<file path="src/rtl/cnn_pkg.sv">
// Shared types and constants for the CNN layer scheduler: FSM states,
// descriptor field layout and the core configuration bundle.
package cnn_pkg;

  localparam int unsigned MAX_LAYERS = 8;
  localparam int unsigned DESC_W     = 96;
  localparam int unsigned LAYER_W    = 3;
  localparam int unsigned NUM_W      = 4;

  // Descriptor layout, LSB-first; bits above CFG_W are reserved.
  localparam int unsigned CH_IN_OFF  = 0;
  localparam int unsigned CH_IN_W    = 12;
  localparam int unsigned STRIDE_OFF = 12;
  localparam int unsigned STRIDE_W   = 3;
  localparam int unsigned WIDTH_OFF  = 15;
  localparam int unsigned WIDTH_W    = 12;
  localparam int unsigned WEIGHT_OFF = 27;
  localparam int unsigned WEIGHT_W   = 32;
  localparam int unsigned CH_OUT_OFF = 59;
  localparam int unsigned CH_OUT_W   = 11;
  localparam int unsigned WXW_OFF    = 70;
  localparam int unsigned WXW_W      = 16;
  localparam int unsigned CFG_W      = 86;

  typedef enum logic [2:0] {
    IDLE  = 3'd0,
    LOAD  = 3'd1,
    START = 3'd2,
    WAIT  = 3'd3,
    NEXT  = 3'd4,
    DONE  = 3'd5
  } state_e;

  typedef struct packed {
    logic [WXW_W-1:0]    wxw_out;
    logic [CH_OUT_W-1:0] no_channel_out;
    logic [WEIGHT_W-1:0] weight_size;
    logic [WIDTH_W-1:0]  width_input_img;
    logic [STRIDE_W-1:0] stride;
    logic [CH_IN_W-1:0]  channel_input_img;
  } core_cfg_t;

  function automatic core_cfg_t desc_to_cfg(input logic [CFG_W-1:0] raw);
    core_cfg_t c;
    c.channel_input_img = raw[CH_IN_OFF  +: CH_IN_W];
    c.stride            = raw[STRIDE_OFF +: STRIDE_W];
    c.width_input_img   = raw[WIDTH_OFF  +: WIDTH_W];
    c.weight_size       = raw[WEIGHT_OFF +: WEIGHT_W];
    c.no_channel_out    = raw[CH_OUT_OFF +: CH_OUT_W];
    c.wxw_out           = raw[WXW_OFF    +: WXW_W];
    return c;
  endfunction

endpackage

</file>
<file path="src/rtl/layer_desc_ram.sv">
// Layer descriptor table: one synchronous write port, one asynchronous read
// port. Contents are intentionally not reset.
module layer_desc_ram #(
  parameter int unsigned DEPTH  = 8,
  parameter int unsigned WIDTH  = 96,
  parameter int unsigned ADDR_W = 3
) (
  input  logic              clk,
  input  logic              we,
  input  logic [ADDR_W-1:0] waddr,
  input  logic [WIDTH-1:0]  wdata,
  input  logic [ADDR_W-1:0] raddr,
  output logic [WIDTH-1:0]  rdata
);

  logic [WIDTH-1:0] mem_q [DEPTH];

  always_ff @(posedge clk) begin
    if (we) begin
      mem_q[waddr] <= wdata;
    end
  end

  assign rdata = mem_q[raddr];

endmodule

</file>
<file path="src/rtl/layer_scheduler.sv">
// Sequences a conv core through up to MAX_LAYERS layer descriptors, issuing
// one start pulse per layer and ping-ponging the image buffer select.
module layer_scheduler
  import cnn_pkg::*;
#(
  parameter int unsigned MAX_LAYERS = cnn_pkg::MAX_LAYERS,
  parameter int unsigned DESC_W     = cnn_pkg::DESC_W
) (
  input  logic              clk,
  input  logic              rst,
  input  logic              cfg_we,
  input  logic [2:0]        cfg_addr,
  input  logic [DESC_W-1:0] cfg_wdata,
  input  logic [3:0]        num_layers,
  input  logic              run_start,
  output logic              run_busy,
  output logic              run_done,
  output logic              run_err,
  output logic [2:0]        layer_idx,
  output logic [11:0]       channel_input_img,
  output logic [2:0]        stride,
  output logic [11:0]       width_input_img,
  output logic [31:0]       weight_size_1_16,
  output logic [10:0]       no_channel_out,
  output logic [15:0]       WxW_out,
  output logic              BRAM_img_sel,
  output logic              start_core_in,
  input  logic              end_core_out
);

  logic [DESC_W-1:0] rd_data;

  state_e             state_q, state_d;
  logic [NUM_W-1:0]   num_q, num_d;
  logic [LAYER_W-1:0] layer_idx_q, layer_idx_d;
  logic               bram_q, bram_d;
  logic               start_q, start_d;
  logic               busy_q, busy_d;
  logic               done_q, done_d;
  logic               err_q, err_d;
  core_cfg_t          cfg_q, cfg_d;

  logic run_valid_c;
  logic last_layer_c;
  logic unused_rsvd;

  layer_desc_ram #(
    .DEPTH  (MAX_LAYERS),
    .WIDTH  (DESC_W),
    .ADDR_W (LAYER_W)
  ) u_desc_ram (
    .clk   (clk),
    .we    (cfg_we),
    .waddr (cfg_addr),
    .wdata (cfg_wdata),
    .raddr (layer_idx_q),
    .rdata (rd_data)
  );

  assign unused_rsvd  = ^rd_data[DESC_W-1:CFG_W];
  assign run_valid_c  = (num_layers != '0) && (32'(num_layers) <= MAX_LAYERS);
  assign last_layer_c = ({1'b0, layer_idx_q} == (num_q - 4'd1));

  // Next-state and registered-output logic.
  always_comb begin
    state_d     = state_q;
    num_d       = num_q;
    layer_idx_d = layer_idx_q;
    bram_d      = bram_q;
    err_d       = err_q;
    cfg_d       = cfg_q;

    unique case (state_q)
      IDLE: begin
        if (run_start) begin
          if (run_valid_c) begin
            num_d       = num_layers;
            layer_idx_d = '0;
            bram_d      = 1'b0;
            err_d       = 1'b0;
            state_d     = LOAD;
          end else begin
            err_d = 1'b1;
          end
        end
      end
      LOAD: begin
        cfg_d   = desc_to_cfg(rd_data[CFG_W-1:0]);
        state_d = START;
      end
      START: state_d = WAIT;
      WAIT: begin
        if (end_core_out) begin
          state_d = NEXT;
        end
      end
      NEXT: begin
        bram_d = ~bram_q;
        if (last_layer_c) begin
          state_d = DONE;
        end else begin
          layer_idx_d = layer_idx_q + 3'd1;
          state_d     = LOAD;
        end
      end
      DONE:    state_d = IDLE;
      default: state_d = IDLE;
    endcase

    // Strobes are registered copies of the state being entered.
    start_d = (state_d == START);
    busy_d  = (state_d != IDLE);
    done_d  = (state_d == DONE);
  end

  always_ff @(posedge clk or negedge rst) begin
    if (!rst) begin
      state_q     <= IDLE;
      num_q       <= '0;
      layer_idx_q <= '0;
      bram_q      <= 1'b0;
      start_q     <= 1'b0;
      busy_q      <= 1'b0;
      done_q      <= 1'b0;
      err_q       <= 1'b0;
      cfg_q       <= '0;
    end else begin
      state_q     <= state_d;
      num_q       <= num_d;
      layer_idx_q <= layer_idx_d;
      bram_q      <= bram_d;
      start_q     <= start_d;
      busy_q      <= busy_d;
      done_q      <= done_d;
      err_q       <= err_d;
      cfg_q       <= cfg_d;
    end
  end

  assign run_busy          = busy_q;
  assign run_done          = done_q;
  assign run_err           = err_q;
  assign layer_idx         = layer_idx_q;
  assign BRAM_img_sel      = bram_q;
  assign start_core_in     = start_q;
  assign channel_input_img = cfg_q.channel_input_img;
  assign stride            = cfg_q.stride;
  assign width_input_img   = cfg_q.width_input_img;
  assign weight_size_1_16  = cfg_q.weight_size;
  assign no_channel_out    = cfg_q.no_channel_out;
  assign WxW_out           = cfg_q.wxw_out;

endmodule

</file>
<file path="config.mk">
export PLATFORM = sky130hd
export DESIGN_NAME = layer_scheduler
export DESIGN_NICKNAME = d
export VERILOG_FILES = /design/src/rtl/cnn_pkg.sv /design/src/rtl/layer_desc_ram.sv /design/src/rtl/layer_scheduler.sv
export SDC_FILE = /design/constraint.sdc
export NUM_CORES = 1
export LEC_CHECK = 0
export CORE_ASPECT_RATIO = 0.5
export CORE_MARGIN = 10
export CORE_UTILIZATION = 45
export DETAILED_ROUTE_END_ITERATION = 10
export PLACE_DENSITY_LB_ADDON = 0.05
export SETUP_SLACK_MARGIN = 0.5
export SYNTH_ARGS = -nofsm -noshare
export SYNTH_HDL_FRONTEND = slang
export SYNTH_HIERARCHICAL = 1
export SYNTH_SLANG_ARGS = --single-unit
</file>
<file path="constraint.sdc">
create_clock -name clk -period 2.85 [get_ports clk]
set_input_delay 0.7125 -clock clk [delete_from_list [all_inputs] [get_ports clk]]
set_output_delay 0.7125 -clock clk [all_outputs]
set_load 0.05 [all_outputs]
</file>
# --- After elaboration in Yosys (flattened, before gate mapping) ---
# Memory sizes are Yosys's and may differ from the RTL's. A register that Yosys moved wholly into a read port is not among the register bits.
# Index checks and enable logic that the tools add are counted.
word_totals:
  mem_bits_rw: 768
  output_inout_bits: 94
  mem_count: 1
  ff_bits: 15
  wordCells: 48
memory_table:
  columns: ["name", "words", "word_bits", "rd", "rd_ports_with_merged_regs", "wr", "line_no", "rtl"]
  rows:
  - ["u_desc_ram.mem_q", 8, 96, 1, 1, 1, "layer_desc_ram.sv:16", "logic [WIDTH-1:0] mem_q [DEPTH];"]
op_classes:
  n_mux: 15
  n_addsub: 2
  n_lt_le_gt_ge: 1
  eq_ne: 10
  bitwise_logic: 1
  n_reduce_logical: 10
ops:
  columns: ["operator", "n"]
  rows:
  - ["$mux W3", 7]
  - ["$pmux W3 S5", 1]
  - ["$eq A3 B2 Y1 const B", 3]
  - ["$eq A3 B3 Y1 const B", 2]
  - ["$ne A2 B2 Y1 const B", 3]
  - ["$pmux W3 S2", 1]
  - ["$reduce_and A3 Y1", 2]
  - ["$mux W1", 5]
  - ["$eq A3 B4 Y1", 1]
  - ["$le A4 B4 Y1 const B", 1]
  - ["$reduce_and A4 Y1", 1]
  - ["$reduce_bool A4 Y1", 1]
  - ["$sub A4 B1 Y4 const B", 1]
  - ["$add A3 B1 Y3 const B", 1]
  - ["$eq A3 B1 Y1 const B", 1]
  - ["$logic_not A3 Y1", 1]
  - ["$reduce_bool A3 Y1", 1]
  - ["$pmux W1 S2", 1]
  - ["$reduce_and A2 Y1", 1]
  - ["$reduce_bool A2 Y1", 1]
  - ["$logic_and A1 B1 Y1", 1]
  - ["$logic_not A1 Y1", 1]
  - ["$not A1 Y1", 1]

# --- Depth between registers and ports, before layout ---
logic_depth:
  depth_word: 6
  depth_mapped: 6
  mapped_depth_nobuf: 6

# --- Cells and area by module ---
# Netlist, hierarchy kept.
modules_own_cells:
  columns: ["mod", "area_each_um2", "cells_per_inst", "seq_area_each_um2", "n_inst"]
  rows:
  - ["layer_desc_ram", 28884.0, 1123, 23062.1, 1]
  - ["layer_scheduler", 3986.3, 252, 2527.4, 1]

# --- Worst setup path before layout ---
# No wires, ideal clock.
synth_path:
  path_kind: "input to register"
  start: "in cfg_addr[2]"
  end: "mem u_desc_ram.mem_q[0][0] (enable)"
  arrival_ns: 7.386
  cell_stages: 2
  n_path_buf: 0
  required_ns: 2.180
  slack_ns: -5.206
  setup_time_ns: 0.670
  cell_sequence: "nand2b_1 -> nor3_1"
synth_rtl:
  columns: ["element", "line_no", "rtl"]
  rows:
  - ["from (decl)", "layer_scheduler.sv:12", "input logic [2:0] cfg_addr,"]
  - ["to (decl)", "layer_desc_ram.sv:16", null]
# No word-level cell before the write port.

# --- Final worst setup path ---
layout_path:
  start: "reg no_channel_out[10] (netlist name)"
  end: "out no_channel_out[10]"
layout_rtl:
  columns: ["element", "line_no", "rtl"]
  rows:
  - ["to (decl)", "layer_scheduler.sv:24", "output logic [10:0] no_channel_out,"]
# No word-level cell between the ends.

==> flow_summary.toml <==
[synth]
yosysWarnings = 6
avgSynthCellArea_um2 = 23.6
synth_fp_nets = 1375
synthCells = 1265
synth_area_um2 = 29900

[cells_and_area]
final_util_pct = 55.2
layout.nets = 1650
fin_cells = 2482
multi_input_area_um2 = 6410
fillers = 4988
seq_area_um2 = 23200
area_growth_pct = 20.6
drive_gt1_share_pct = 32.3
stdcell_area_um2 = 36100

[worst_setup_path]
cpPeakStageDelay_ps = 560
reg2reg_to = "channel_input_img[5]$_DFFE_PN0P_"
startpoint = "no_channel_out[10]$_DFFE_PN0P_"
cpMaxStageDelayCell = "dlygate4sd2_1"
worstSetupPathType = "flop to primary output"
path_depth = 1
critPathRequiredTime_ps = 2140
crit_chain = "dlygate4sd2_1"
rrSetupSlack_ps = 640
worst_setup_path_start_kind = "flop"
critPathCapture = "no_channel_out[10]"
crit_arrival_ps = 1580
reg2reg_from = "layer_idx[0]$_DFFE_PN0P_"
cp_num_buf_inv = 1
endpoint_kind = "primary output"
path_max_fanout = 2
crit_family = "buffers and inverters"
reg2regPathDepth = 5

[placed_design]
place.gp.congestion = 0.753
dpl_cell_area_um2 = 33900
placedCellCount = 2348
io_buffers = 191
dp_hpwl_mm = 39.6

[clock_tree]
clk_path_buf_depth = 3
tritoncts = "built"
ctsRootBufferMaster = "clkbuf_16"
clkLatencyLatePin_ps = 600
cts_sinks = 789
cts-htree-levels = 3
cts_buffers = 71
ctsHoldBuffers = 0
clk_pin_slew_ps = 70

[detailed_routing]
routed.top_layer = "met5"
wl_met2_mm = 32.4
viasPerCell = 5.43
met3_length_mm = 1.97
drc = 0
first_iter_violations = 817
avgRoutedWirePerCell_um = 25.9
routed_wirelength_mm = 64.2
num_vias = 13500
ant_nets = 0
dr.pass1.iters = 7
routedLengthMet1_mm = 28.7

[sta]
period_share_pct = 80.3
worst_pin_slew_ps = 708
fin_crit_ps = 2290
finalClockSkew_ps = 22.4
hold_viol = 0
clock.fmax_ghz = 0.437
slew_violations = 0
finalSetupViolCount = 0
fin_hold_ws_ps = 22.1
slew_headroom_pct = 52.8
rsz0062_at_grt = "false"

[power_and_ir_drop]
p_sw_w = 0.0108
sw_frac_of_total_pct = 31.1
p_clk_share_pct = 26.9
p_int_w = 0.0240
ir_drop_uv = 682
p_seq_share_pct = 41.2
pwr-share-comb_pct = 31.8
power.leakage_nw = 11.9
powerDensity_nw_per_um2 = 965

[outcome]
outcome = "finished clean"

[global_routing]
grt_max_degree = 80
grt_overflow_total = 0
track_usage_pct = 16.6
grt_antenna_before_repair = 2
grt_pass1_wl_mm = 97.1
grt_pass1_vias = 14800

[die]
design.die.area_um2 = 77800
io_pins = 202
fp.dieH_um = 202
start_util_pct = 45.7
core_um2 = 65400
rows = 66
fp.dieW_um = 385

[run]
cap_violations = 0

[hold_path]
hold_path.class = "input pin to asynchronous set/reset pin"
## timing repair
| item | in CTS | in global routing |
|---|---|---|
| setup buffers | 2 | 0 |
| setup endpoints to repair | 93 | 1 |
| cloned | 1 | 0 |
| gates resized for setup | 94 | 2 |
## metal layers
metal / up-vias / global-route usage (%)
li1: 5832 / -
met1: 7372 / 22.6
met2: 196 / 27.7
met3: 85 / 2.84
met4: 2 / 3.88
met5: - / 0
## flip-flops by register name, summed over array words and instances, names as in the netlist
| register | count |
|---|---|
| state_q | 3 |
| u_desc_ram/mem_q | 688 |
| weight_size_1_16 | 32 |
| num_q | 4 |
| WxW_out | 16 |
| BRAM_img_sel | 1 |
| no_channel_out | 11 |
| run_done | 1 |
| run_busy | 1 |
| channel_input_img | 12 |
| stride | 3 |
| layer_idx | 3 |
| run_err | 1 |
| width_input_img | 12 |
| start_core_in | 1 |
## how the worst min path moves through the flow
stage                     slack, ps  depth (start not counted)                            from                               end
after floorplan                 420                          0                             rst          BRAM_img_sel$_DFFE_PN0P_
after global placement          470                          1  width_input_img[8]$_DFFE_PN0P_    width_input_img[8]$_DFFE_PN0P_
after detailed placement        470                          1  width_input_img[8]$_DFFE_PN0P_    width_input_img[8]$_DFFE_PN0P_
after CTS                         7                          1                             rst             stride[1]$_DFFE_PN0P_
after global routing             20                          1                             rst  channel_input_img[6]$_DFFE_PN0P_
final                            20                          1                             rst              num_q[0]$_DFFE_PN0P_
## layout by cell type, fill, tap and decap left out, drive strengths merged, types with 9 or more instances in the layout
master / instances
clkdlybuf4s50: 96
nor2: 9
edfxtp: 688
buf: 78
mux4: 172
clkbuf: 102
dlygate4sd2: 90
clkinv: 20
dfrtp: 101
mux2: 176
## layout make-up
type	count	area share (%)
multi-input cells	409	17.8
well taps	884	3.07
clock buffers	101	5.47
repair buffers	267	8.61
flip-flops and latches	789	64.3
inverters	2	0.0208
clock inverters	29	0.770
diodes	1	0.00694
## power by group through the flow
| stage | Sequential, W | Clock [W] | Combinational [W] |
|---|---|---|---|
| finish | 0.0144 | 0.00938 | 0.0111 |
| global route | 0.0145 | 0.0102 | 0.0118 |
| CTS | 0.0144 | 0.00963 | 0.0113 |
| detailed placement | 0.0147 | 0 | 0.0116 |
| global placement | 0.0146 | 0 | 0.0115 |
| floorplan | 0.0167 | 0 | 0.00600 |
## through the flow
step | worst slack [ps] | total power, W | TNS (ps)
floorplan | -568 | 0.0227 | -87010
global placement | 171 | 0.0262 | 0
detailed placement | 137 | 0.0263 | 0
CTS | 463 | 0.0354 | 0
global route | 504 | 0.0364 | 0
finish | 562 | 0.0348 | 0
Note: power is estimated with default switching activity, not from simulation.
